### src/rtl/strassen_am_pkg.sv
// rtl/strassen_am_pkg.sv - shared widths and state encoding for the sequential divider
package strassen_am_pkg;

    localparam int NW_DEF  = 8;
    localparam int DW_DEF  = 4;
    localparam int STEP_CW = $clog2(NW_DEF + 1);

    typedef enum logic [1:0] {
        IDLE = 2'd0,
        BUSY = 2'd1,
        DONE = 2'd2
    } state_t;

endpackage

### src/rtl/approx_div_seq_div_step.sv
// rtl/approx_div_seq_div_step.sv - one restoring-division step: shift in a dividend bit, trial subtract
module div_step #(
    parameter int DW = 4
) (
    input  logic [DW:0]   p,
    input  logic          bit_in,
    input  logic [DW-1:0] divisor,
    output logic [DW:0]   p_next,
    output logic          q_bit
);

    logic [DW+1:0] p_wide;

    // p is always below the divisor, so the shifted value fits in DW+1 bits after subtraction
    assign p_wide = {p, bit_in};
    assign q_bit  = (p_wide >= {2'b00, divisor});
    assign p_next = q_bit ? (DW+1)'(p_wide - {2'b00, divisor}) : (DW+1)'(p_wide);

endmodule

### src/rtl/approx_div_seq.sv
// rtl/approx_div_seq.sv - sequential restoring divider, one quotient bit per cycle, valid/ready handshakes
module approx_div_seq
    import strassen_am_pkg::*;
#(
    parameter int NW = NW_DEF,
    parameter int DW = DW_DEF
) (
    input  logic          clk,
    input  logic          rst,
    input  logic          in_valid,
    output logic          in_ready,
    input  logic [NW-1:0] dividend,
    input  logic [DW-1:0] divisor,
    output logic          out_valid,
    input  logic          out_ready,
    output logic [NW-1:0] quotient,
    output logic [DW-1:0] remainder,
    output logic          div_by_zero
);

    localparam int CW = $clog2(NW + 1);

    state_t        state;
    logic [NW-1:0] d_reg;
    logic [DW-1:0] dvs_reg;
    logic [DW:0]   p_reg;
    logic [CW-1:0] count;
    logic [DW:0]   p_next;
    logic          q_bit;

    div_step #(.DW(DW)) u_step (
        .p       (p_reg),
        .bit_in  (d_reg[NW-1]),
        .divisor (dvs_reg),
        .p_next  (p_next),
        .q_bit   (q_bit)
    );

    always_ff @(posedge clk) begin
        if (rst) begin
            state       <= IDLE;
            in_ready    <= 1'b1;
            out_valid   <= 1'b0;
            quotient    <= '0;
            remainder   <= '0;
            div_by_zero <= 1'b0;
            count       <= '0;
            d_reg       <= '0;
            dvs_reg     <= '0;
            p_reg       <= '0;
        end else begin
            case (state)
                IDLE: begin
                    if (in_valid) begin
                        d_reg    <= dividend;
                        dvs_reg  <= divisor;
                        p_reg    <= '0;
                        count    <= CW'(NW);
                        in_ready <= 1'b0;
                        if (divisor == '0) begin
                            quotient    <= '1;
                            remainder   <= dividend[DW-1:0];
                            div_by_zero <= 1'b1;
                            out_valid   <= 1'b1;
                            state       <= DONE;
                        end else begin
                            quotient    <= '0;
                            div_by_zero <= 1'b0;
                            state       <= BUSY;
                        end
                    end
                end
                BUSY: begin
                    p_reg    <= p_next;
                    quotient <= {quotient[NW-2:0], q_bit};
                    d_reg    <= {d_reg[NW-2:0], 1'b0};
                    count    <= count - CW'(1);
                    if (count == CW'(1)) begin
                        remainder <= p_next[DW-1:0];
                        out_valid <= 1'b1;
                        state     <= DONE;
                    end
                end
                DONE: begin
                    // result registers hold until the consumer takes them
                    if (out_ready) begin
                        out_valid <= 1'b0;
                        in_ready  <= 1'b1;
                        state     <= IDLE;
                    end
                end
                default: begin
                    out_valid <= 1'b0;
                    in_ready  <= 1'b1;
                    state     <= IDLE;
                end
            endcase
        end
    end

endmodule

### config.mk
export PLATFORM = sky130hd
export DESIGN_NAME = approx_div_seq
export DESIGN_NICKNAME = d
export VERILOG_FILES = /design/src/rtl/strassen_am_pkg.sv /design/src/rtl/approx_div_seq_div_step.sv /design/src/rtl/approx_div_seq.sv
export SDC_FILE = /design/constraint.sdc
export NUM_CORES = 1
export LEC_CHECK = 0
export CAP_MARGIN = 0
export CELL_PAD_IN_SITES_DETAIL_PLACEMENT = 1
export CELL_PAD_IN_SITES_GLOBAL_PLACEMENT = 1
export CORE_ASPECT_RATIO = 0.7
export CORE_MARGIN = 8
export CORE_UTILIZATION = 42
export DETAILED_ROUTE_END_ITERATION = 8
export PLACE_DENSITY_LB_ADDON = 0.15
export SYNTH_ARGS = -nofsm -noshare
export SYNTH_HDL_FRONTEND = slang
export SYNTH_HIERARCHICAL = 1
export SYNTH_SLANG_ARGS = --single-unit
### constraint.sdc
create_clock -name clk -period 6.1 [get_ports clk]
set_input_delay 1.22 -clock clk [delete_from_list [all_inputs] [get_ports clk]]
set_output_delay 1.22 -clock clk [all_outputs]
set_load 0.01 [all_outputs]
==> results_dict.tcl <==
set metrics [dict create \
    status "finished, final reports clean" \
    final.period_utilization 0.471 \
    p_total_mw 0.624 \
    clock-sinks 38 \
    drc 0 \
    grt_use_total 0.154 \
    worstPathArrival_ps 3060 \
    hp-class "reg -> reg" \
    min_period_ps 2870 \
    worstSetupPathType "in -> reg" \
    path_max_fanout 21 \
    die-area_um2 6830 \
    synth-seq-cells 38 \
    synth_ff_type "dfxtp_1" \
    cts_buffers 5 \
    final_cell_mix "53 x nand2_1, 38 x dfxtp_1, 30 x clkdlybuf4s50_1, 24 x a21oi_1, 13 x inv_1" \
    cellPowerDensity_nw_per_um2 275 \
    core-area_um2 4300 \
    cts.reportedPaths.clkPinSlew_ps 80 \
    crit_chain "clkdlybuf4s50_1 > nor3b_4 > a221oi_1 > a311oi_1" \
    port_buffers 30 \
    cts_setup_buffers 0 \
    hold_buffers 0 \
    fin_worst_skew_ps 7.42 \
    synth_nets 238 \
    setup_tns_ps 0 \
    start_kind "input pin" \
    nets 263 \
    grt_pass1_wl_um 8310 \
    vias 1650 \
    gp_congestion 0.847 \
    via_per_inst 5.57 \
    slowest_stage "nor3b_4" \
    die_x_um 95.4 \
    firstDrtPassIters 4 \
    crit_buf_inv 1 \
    cts_tree "done" \
    seq_area_frac_synth 0.410 \
    wl_per_cell_um 17.1 \
    slew_headroom 0.445 \
    final_common_cell "nand2_1" \
    hold_viol_final 0 \
    postLayoutSetupSlackWorst_ps 3230 \
    drive_above_1_share 0.0871 \
    irDropWorstVdd_uv 167 \
    postRouteAntennaNets 0 \
    slew_viol_final 0 \
    area_delta_synth_final_pct 22.5 \
    synth_edf_count 0 \
    async_flop_share 0 \
    netlist-cell-type-count 40 \
    hpwlAfterDp_um 3610 \
    synth_area_per_cell_um2 8.62 \
    overflow 0 \
    placementRows 20 \
    netlist_area_um2 1850 \
    clockBufferDepth 2 \
    setup_violations 0 \
    rsz0062_at_grt "no" \
    required_ps 6290 \
    end_kind "register" \
    tightestPinTransition_ps 831 \
    cap_violations 0 \
    antenna_found_initial 0 \
    synth-warning-count 6 \
    leakagePower_nw 0.774 \
    cts_max_level 2 \
    clockRootBuffer "clkbuf_8" \
    crit_family "simple AND/OR/NAND/NOR gates" \
    die_height_um 71.6 \
    preCtsSetupSlack_ps 2930 \
    totalWireLength_um 5060 \
    grt_start_max_net_pins 39 \
    drtIter0Drc 73 \
    grt_pass1_vias 1745 \
    max_stage_delay_ps 730 \
    cts_resized 0 \
    utilization 0.528 \
    initial_utilization 0.431 \
    clock_latency_ps 290 \
    antennaDiodeCount 0 \
    max_freq_ghz 0.348 \
    synthCells 215 \
    num_io_pins 31 \
]
## final cells by class
class | instances | area, um2
fillers | 513 | 2030
multi-input cells | 149 | 956
flip-flops and latches | 38 | 761
repair buffers | 33 | 323
clock buffers | 5 | 68.8
well taps | 55 | 68.8
inverters | 13 | 48.8
clock inverters | 3 | 45.0
## through the flow
step,std cells,hold WS [ps],instance area [um2]
5_1_grt,296,494,2270
3_3_place_gp,288,443,2160
2_1_floorplan,215,436,1850
3_5_place_dp,288,452,2160
4_1_cts,296,464,2270
6_report,296,462,2270
## Yosys cell counts, drive strengths merged (3+ instances only)
cell,n,area (um2)
a31oi,10,62.6
a21oi,24,120
nand2,54,205
a311oi,5,43.8
a22oi,8,60.1
clkbuf,4,15.0
a221oi,4,35.0
nand2b,3,18.8
o21ai,4,20.0
nand3,4,20.0
inv,13,48.8
dfxtp,38,761
buf,11,76.3
ha,6,75.1
## worst paths after layout
| path | start | to | slack (ps) | cells past startpoint |
|---|---|---|---|---|
| setup / recovery | in_valid | remainder[3]$_SDFFE_PP0P_ | 3230 | 4 |
| hold / removal | d_reg[5]$_SDFFE_PP0P_ | d_reg[5]$_SDFFE_PP0P_ | 460 | 2 |
| setup reg to reg | d_reg[7]$_SDFFE_PP0P_ | remainder[3]$_SDFFE_PP0P_ | 3540 | 10 |
| hold reg to reg | d_reg[5]$_SDFFE_PP0P_ | d_reg[5]$_SDFFE_PP0P_ | 460 | 2 |
## layer usage
layer,track usage,wire length [um],part of all wire,up-vias
li1,-,-,-,811
met4,0.0492,35,0.0069,0
met5,0,0,0,-
met3,0.0397,164,0.032,5
met1,0.184,2380,0.47,809
met2,0.262,2480,0.49,25
## where the power goes
group          total, mW  internal, mW  switching [mW]
registers          0.279         0.264          0.0154
logic              0.127        0.0576          0.0689
clock network      0.219         0.122          0.0971
## worst reg2reg max path, cell delays in order (launching register included)
cell and delay [ps]:
dfxtp_1 330, inv_1 50, ha_1 130, inv_1 60, fa_1 400, a21o_2 260
a2111oi_4 590, nand2_1 100, o21ai_0 100, nand2_1 130, a311oi_1 310
## kinds of logic after synthesis
logic type                 Yosys count  synth area share
AOI/OAI and AO/OA                   67             0.250
xor gates and xnor gates             2           0.00945
adders and majority gates            7            0.0513
buffers and inverters               28            0.0756
DFF                                 38             0.410
muxes                                2            0.0135
and+or+nand+nor                     71             0.190
(Power assumes the default switching activity.)
